### src/rtl/ones_count_seq_pkg.sv
// Shared types and constants for the sequential ones counter.
package ones_count_seq_pkg;

  localparam int SLICE_W = 3;

  typedef enum logic [1:0] {
    IDLE  = 2'd0,
    COUNT = 2'd1,
    DONE  = 2'd2
  } state_e;

  // Index width that stays at least one bit wide for a single-slice operand.
  function automatic int idx_width(input int n);
    return (n <= 1) ? 1 : $clog2(n);
  endfunction

endpackage

### src/rtl/ones_count_seq_popcount3.sv
// Combinational ones count of three bits.
module popcount3 (
  input  logic       a,
  input  logic       b,
  input  logic       c,
  output logic [1:0] count
);

  always_comb begin
    count = {1'b0, a} + {1'b0, b} + {1'b0, c};
  end

endmodule

### src/rtl/ones_count_seq.sv
// Counts the ones in an operand three bits per cycle, LSB slice first.
//
// state | meaning
// IDLE  | waiting for start; result holds the last count
// COUNT | one 3-bit slice is added to the accumulator per cycle
// DONE  | one-cycle pulse; result has just been updated
module ones_count_seq
  import ones_count_seq_pkg::*;
#(
  parameter int WIDTH = 24,
  localparam int NSLICE = WIDTH / SLICE_W,
  localparam int CW = $clog2(WIDTH + 1)
) (
  input  logic             clk,
  input  logic             rst_n,
  input  logic             start,
  input  logic [WIDTH-1:0] data_in,
  output logic             busy,
  output logic             done,
  output logic [CW-1:0]    result
);

  localparam int IW = idx_width(NSLICE);
  localparam logic [IW-1:0] LAST_IDX = IW'(NSLICE - 1);

  state_e           state_q, state_d;
  logic [WIDTH-1:0] shift_q, shift_d;
  logic [CW-1:0]    acc_q, acc_d;
  logic [IW-1:0]    idx_q, idx_d;
  logic [CW-1:0]    result_q, result_d;

  logic [1:0]       slice_cnt;
  logic [CW-1:0]    acc_sum;

  popcount3 u_popcount3 (
    .a     (shift_q[0]),
    .b     (shift_q[1]),
    .c     (shift_q[2]),
    .count (slice_cnt)
  );

  assign acc_sum = acc_q + CW'(slice_cnt);

  always_comb begin
    state_d  = state_q;
    shift_d  = shift_q;
    acc_d    = acc_q;
    idx_d    = idx_q;
    result_d = result_q;
    unique case (state_q)
      IDLE: begin
        if (start) begin
          shift_d = data_in;
          acc_d   = '0;
          idx_d   = '0;
          state_d = COUNT;
        end
      end
      COUNT: begin
        acc_d   = acc_sum;
        shift_d = shift_q >> SLICE_W;
        // The index parks on the last slice rather than wrapping back to zero.
        if (idx_q == LAST_IDX) begin
          result_d = acc_sum;
          state_d  = DONE;
        end else begin
          idx_d = idx_q + IW'(1);
        end
      end
      DONE: begin
        state_d = IDLE;
      end
      default: begin
        state_d = IDLE;
      end
    endcase
  end

  always_ff @(posedge clk) begin
    if (!rst_n) begin
      state_q  <= IDLE;
      shift_q  <= '0;
      acc_q    <= '0;
      idx_q    <= '0;
      result_q <= '0;
    end else begin
      state_q  <= state_d;
      shift_q  <= shift_d;
      acc_q    <= acc_d;
      idx_q    <= idx_d;
      result_q <= result_d;
    end
  end

  assign busy   = (state_q == COUNT);
  assign done   = (state_q == DONE);
  assign result = result_q;

endmodule

### config.mk
export PLATFORM = sky130hd
export DESIGN_NAME = ones_count_seq
export DESIGN_NICKNAME = d
export VERILOG_FILES = /design/src/rtl/ones_count_seq_pkg.sv /design/src/rtl/ones_count_seq_popcount3.sv /design/src/rtl/ones_count_seq.sv
export SDC_FILE = /design/constraint.sdc
export NUM_CORES = 1
export LEC_CHECK = 0
export CAP_MARGIN = 40
export CORE_MARGIN = 4
export CORE_UTILIZATION = 52
export DETAILED_ROUTE_END_ITERATION = 10
export DONT_BUFFER_PORTS = 1
export HOLD_SLACK_MARGIN = 0.12
export PLACE_DENSITY = 0.67
export SYNTH_ARGS = -nofsm -noshare
export SYNTH_HDL_FRONTEND = slang
export SYNTH_SLANG_ARGS = --single-unit
### constraint.sdc
create_clock -name clk -period 2.45 [get_ports clk]
set_input_delay 0.1225 -clock clk [delete_from_list [all_inputs] [get_ports clk]]
set_output_delay 0.1225 -clock clk [all_outputs]
set_load 0.02 [all_outputs]
Word level (Yosys, flattened, before mapping)
Index checks and enable logic that the tools add are counted.
Word-level totals
  bits of input ports: 27
  register bits after elaboration: 39
  output and inout bits: 7
Cells by class
  equality and inequality tests: 6
  reductions and logical operators: 6
  muxes and demuxes: 10
  add/sub/neg operators: 4
Operators with widths (number)
  24-bit case mux with 2 select lines: 1
  24-bit 2-to-1 mux: 1
  5-bit case mux with 2 select lines: 1
  3-bit 2-to-1 mux: 2
  3-bit case mux with 2 select lines: 1
  2-bit AND reduction: 3
  5-bit by 2-bit adder with 5-bit output: 1
  5-bit 2-to-1 mux: 1
  2-bit 2-to-1 mux: 2
  2-bit != test (second input constant): 2
  2-bit case mux with 2 select lines: 1
  3-bit by 1-bit adder with 3-bit output (second input constant): 1
  3-bit == test (second input constant): 1
  3-bit AND reduction: 1
  1-bit by 1-bit adder with 2-bit output: 1
  2-bit by 1-bit adder with 2-bit output: 1
  2-bit by 1-bit == test with 1-bit output (second input constant): 1
  2-bit == test (second input constant): 1
  2-bit zero test: 1
  2-bit by 1-bit != test with 1-bit output (second input constant): 1
  2-bit nonzero test: 1

Longest topological paths before layout
  depth in word-level cells: 4
  gate-level depth with buffers: 8

Cells and area by module
From an unflattened synthesis, not the netlist that was laid out.
Second synthesis, totals
  cell total of the unflattened synthesis: 217
  area, all modules: 1965.6 µm²
By module, submodules not included
  ones_count_seq: sequential area each 780.7 µm², area each 1945.6 µm², times used 1, cells each 216
  popcount3: sequential area each 0.0 µm², area each 20.0 µm², times used 1, cells each 1

Worst setup path after synthesis
OpenSTA, ideal clock, no wires.
  kind: register to register
  from: register acc_q[0]
  to: register acc_q[4]
  path buffers: 0
  path slack: 0.513 ns
  required time: 2.326 ns
  clock period less this slack: 1.937 ns
  cell stages (with the launch flop): 8
  library setup time: 0.124 ns
  arrival time: 1.812 ns
  cells stage by stage: dfxtp_1 > fa_1 > ha_1 > inv_1 > fa_1 > nor2_1 > xnor2_1 > o21ai_0
On the way
  longest elaborated chain between the ends: 2
RTL lines
  start: declaration: RTL line ones_count_seq.sv:28  | logic [CW-1:0] acc_q, acc_d;
  start signal: assignment: RTL line ones_count_seq.sv:83  | acc_q <= '0;
  start signal: assignment: RTL line ones_count_seq.sv:89  | acc_q <= acc_d;
  5-bit by 2-bit adder with 5-bit output: RTL line ones_count_seq.sv:42  | assign acc_sum = acc_q + CW'(slice_cnt);
  5-bit case mux with 2 select lines: RTL line ones_count_seq.sv:50  | unique case (state_q)
No other way between the ends.
A chain may end at the register's enable or synchronous reset.

Worst setup path in the final report
Ends and elaborated chain as after synthesis.

==> summary.md <==
| Metric | Value |
|---|---|
| HPWL Detailed | roughly 2.6 mm |
| Drt total wl | 3.85 mm |
| CP max FO | 4 |
| # DRC | 0 |
| Initial antenna violation count | 0 |
| Netlist cell types | 32 |
| Met2 usage | 0.323 |
| Standard-cell row count | 21 |
| H-tree depth | 2 |
| Starting density of the core | 0.541 |
| M1 GR Usage | 0.221 |
| Die height | approximately 67 um |
| Root buffer cell | clkbuf_4 |
| Max VDD drop | slightly below 0.0004 V |
| Final Util | 0.625 |
| 1st-pass router iterations | 4 |
| Die area | between 0.004 and 0.005 mm2 |
| Largest net degree at the start of global routing | 37 |
| Area grow syn2layout | 15.5% |
| Clk sinks | 39 |
| Critical Path AT | ~2.3 ns |
| Vias in the first global route | roughly 1,500 |
| Final hold violations | 0 |
| Max-slew headroom | 0.512 |
| Clock transition at path regs | 0.12 ns |
| Worst min path class | in2reg |
| Count of final setup violators | 0 |
| GRT met3 Usage | 0.0765 |
| Grt ovf | 0 |
| GRT Total Usage | 0.190 |
| Clk_lat worst skew | roughly 0.34 ns |
| Status | complete, no violations |
| Pwr per Cell Area | about 580 mW/mm2 |
| RePlAce Congestion | ~0.79 |
| Syn_area_per_cell | roughly 8.4 um2 |
| Actual slew at the worst max-slew pin | around 0.73 ns |
| Fin crit share | 0.835 |
| Placement-stage cell area | around 0.0018 mm2 |
| Dpl ws | approximately 0.39 ns |
| CTS tree | done |
| Die Width | about 67 um |
| Synth Register Bits | 39 |
| Non-filler cells in the finished layout | around 280 |
| Yosys warns | 0 |
| Skew final | between 0.01 and 0.015 ns |
| Leak pwr | just over 0.8 nW |
| Via Count | 1,530 |
| Critical path class | reg2reg |
| DR WL/cell | approximately 14 um |
| First DRT Iteration DRCs | 77 |
| Synthesized cell area | between 0.0015 and 0.002 mm2 |
| # port buffers | 0 |
| Final min period | ~2 ns |
| Mapped Nets | between 200 and 250 |
| Vias per cell | 5.44 |
| Final nets | about 270 |
| Cts bufs inserted | 5 |
| Max-cap violation count | 0 |
| Global route hottest layer | met2 |
| Synth Instances | around 220 |
| Setup TNS | 0 ns |
| Final Cell Area | roughly 0.0021 mm2 |
| # placed instances | approximately 250 |
| Final setup margin | between 0.4 and 0.5 ns |
| N_diodes | 0 |
| Final ANT Viol Nets | 0 |
| Crit start category | flop |
| First-pass GRT wire length | roughly 6.5 mm |
| RSZ-0062 raised after global routing | no |
| Seq/Total Area, Yosys | 0.429 |
| Core area | between 0.003 and 0.004 mm2 |
| Fill cells | a little over 300 |
| Layout cells sized above 1 | 0.0553 |
| Crit end category | flop |
| Final Max Tran Viols | 0 |
| Critical Path RT | 2.69 ns |
| Maximum clock rate | between 400 and 500 MHz |
| Longest Clk Path Bufs | 2 |
| IO Pins | 34 |
[Yosys cell counts (all sizes together)]
library cell / instances / area [um2]
nand2: 41 / 154
dfxtp: 39 / 781
nor2: 39 / 156
a311oi: 18 / 158
a21oi: 11 / 55.1
buf: 11 / 93.8
o21ai: 8 / 40.0
inv: 7 / 31.3
nor2b: 7 / 43.8
clkbuf: 5 / 18.8
ha: 4 / 50.1
a22oi: 3 / 22.5
o221ai: 3 / 26.3
xnor2: 3 / 26.3
a2bb2oi: 2 / 17.5
fa: 2 / 40.0
mux2i: 2 / 20.0
nand3: 2 / 10.0
nor3: 2 / 10.0
a211oi: 1 / 12.5
a32oi: 1 / 8.76
and2: 1 / 8.76
and3: 1 / 6.26
nand2b: 1 / 13.8
o21a: 1 / 7.51
o21bai: 1 / 7.51
[worst paths after layout]
check              start          end  cells past startpoint  slack, ns
max             acc_q[0]     acc_q[4]                      7       0.40
min                start  shift_q[23]                      4       0.15
max reg2reg     acc_q[0]     acc_q[4]                      7       0.40
min reg2reg  shift_q[16]  shift_q[13]                      2       0.48
[routing by layer]
| metal | routed length, um | vias up |
|---|---|---|
| met3 | 226 | 5 |
| met5 | 0 | - |
| met2 | 1910 | 29 |
| li1 | - | 779 |
| met4 | 42 | 0 |
| met1 | 1670 | 717 |
[repair_timing]
action,in CTS,in global routing
gates resized for setup,0,0
buffers inserted,0,0
hold buffers,26,0
endpoints found under the hold margin,34,0
setup endpoints to repair,0,0
[worst max-delay path, cell delays in order, from the launching register on]
cell and delay [ns]:
dfxtp_1 0.35, fa_1 0.54, ha_1 0.16, inv_1 0.05, fa_1 0.44, nor2_1 0.16
xnor2_1 0.15, o21ai_0 0.11
[stage by stage]
step	total power [mW]	hold slack, ns
3_5_place_dp	0.878	0.247
6_report	1.22	0.149
3_3_place_gp	0.862	0.243
4_1_cts	1.23	0.134
5_1_grt	1.28	0.147
2_1_floorplan	0.858	0.285
[cells in the final DEF (no fill, tap or decap), types with 2 or more instances in the layout]
cell            n
clkbuf_1        2
a21oi_1        11
a2bb2oi_1       2
mux2i_1         2
clkbuf_4        5
a311oi_1       18
nor2b_1         7
o221ai_1        3
nand2_1        41
inv_1           6
nand3_1         2
xnor2_1         3
fa_1            2
nor2_1         37
ha_1            4
dfxtp_1        39
o21ai_0         7
dlygate4sd3_1  26
nor3_1          2
a22oi_1         3
[layout make-up]
class,instances,area [um2],area share
clock inverters,1,5.00,0.00238
inverters,7,31.3,0.0149
multi-input cells,154,895,0.426
clock buffers,7,45.0,0.0214
flip-flops and latches,39,781,0.371
repair buffers,27,288,0.137
well taps,46,57.6,0.0274
[state kept, by name (all words and copies together) (netlist names)]
| signal | flops |
|---|---|
| shift_q | 24 |
| acc_q | 5 |
| result | 5 |
| idx_q | 3 |
| state_q | 2 |
[power breakdown]
| group | switching (mW) | total (mW) | internal [mW] |
|---|---|---|---|
| sequential | 0.0275 | 0.703 | 0.675 |
| clock | 0.206 | 0.318 | 0.112 |
| combinational | 0.108 | 0.199 | 0.0901 |
| total | 0.341 | 1.22 | 0.878 |
[cell families (layout without fill, tap and decap cells)]
logic type                 after synthesis  in the layout  share of synthesized area
buffers and inverters                   23             42                     0.0791
adders and majority gates                6              6                     0.0495
AOI/OAI and AO/OA                       49             49                      0.195
DFF                                     39             39                      0.429
muxes                                    2              2                     0.0110
and+or+nand+nor                         94             94                      0.221
xor gates and xnor gates                 3              3                     0.0144
Note: power is estimated with default switching activity, not from simulation.
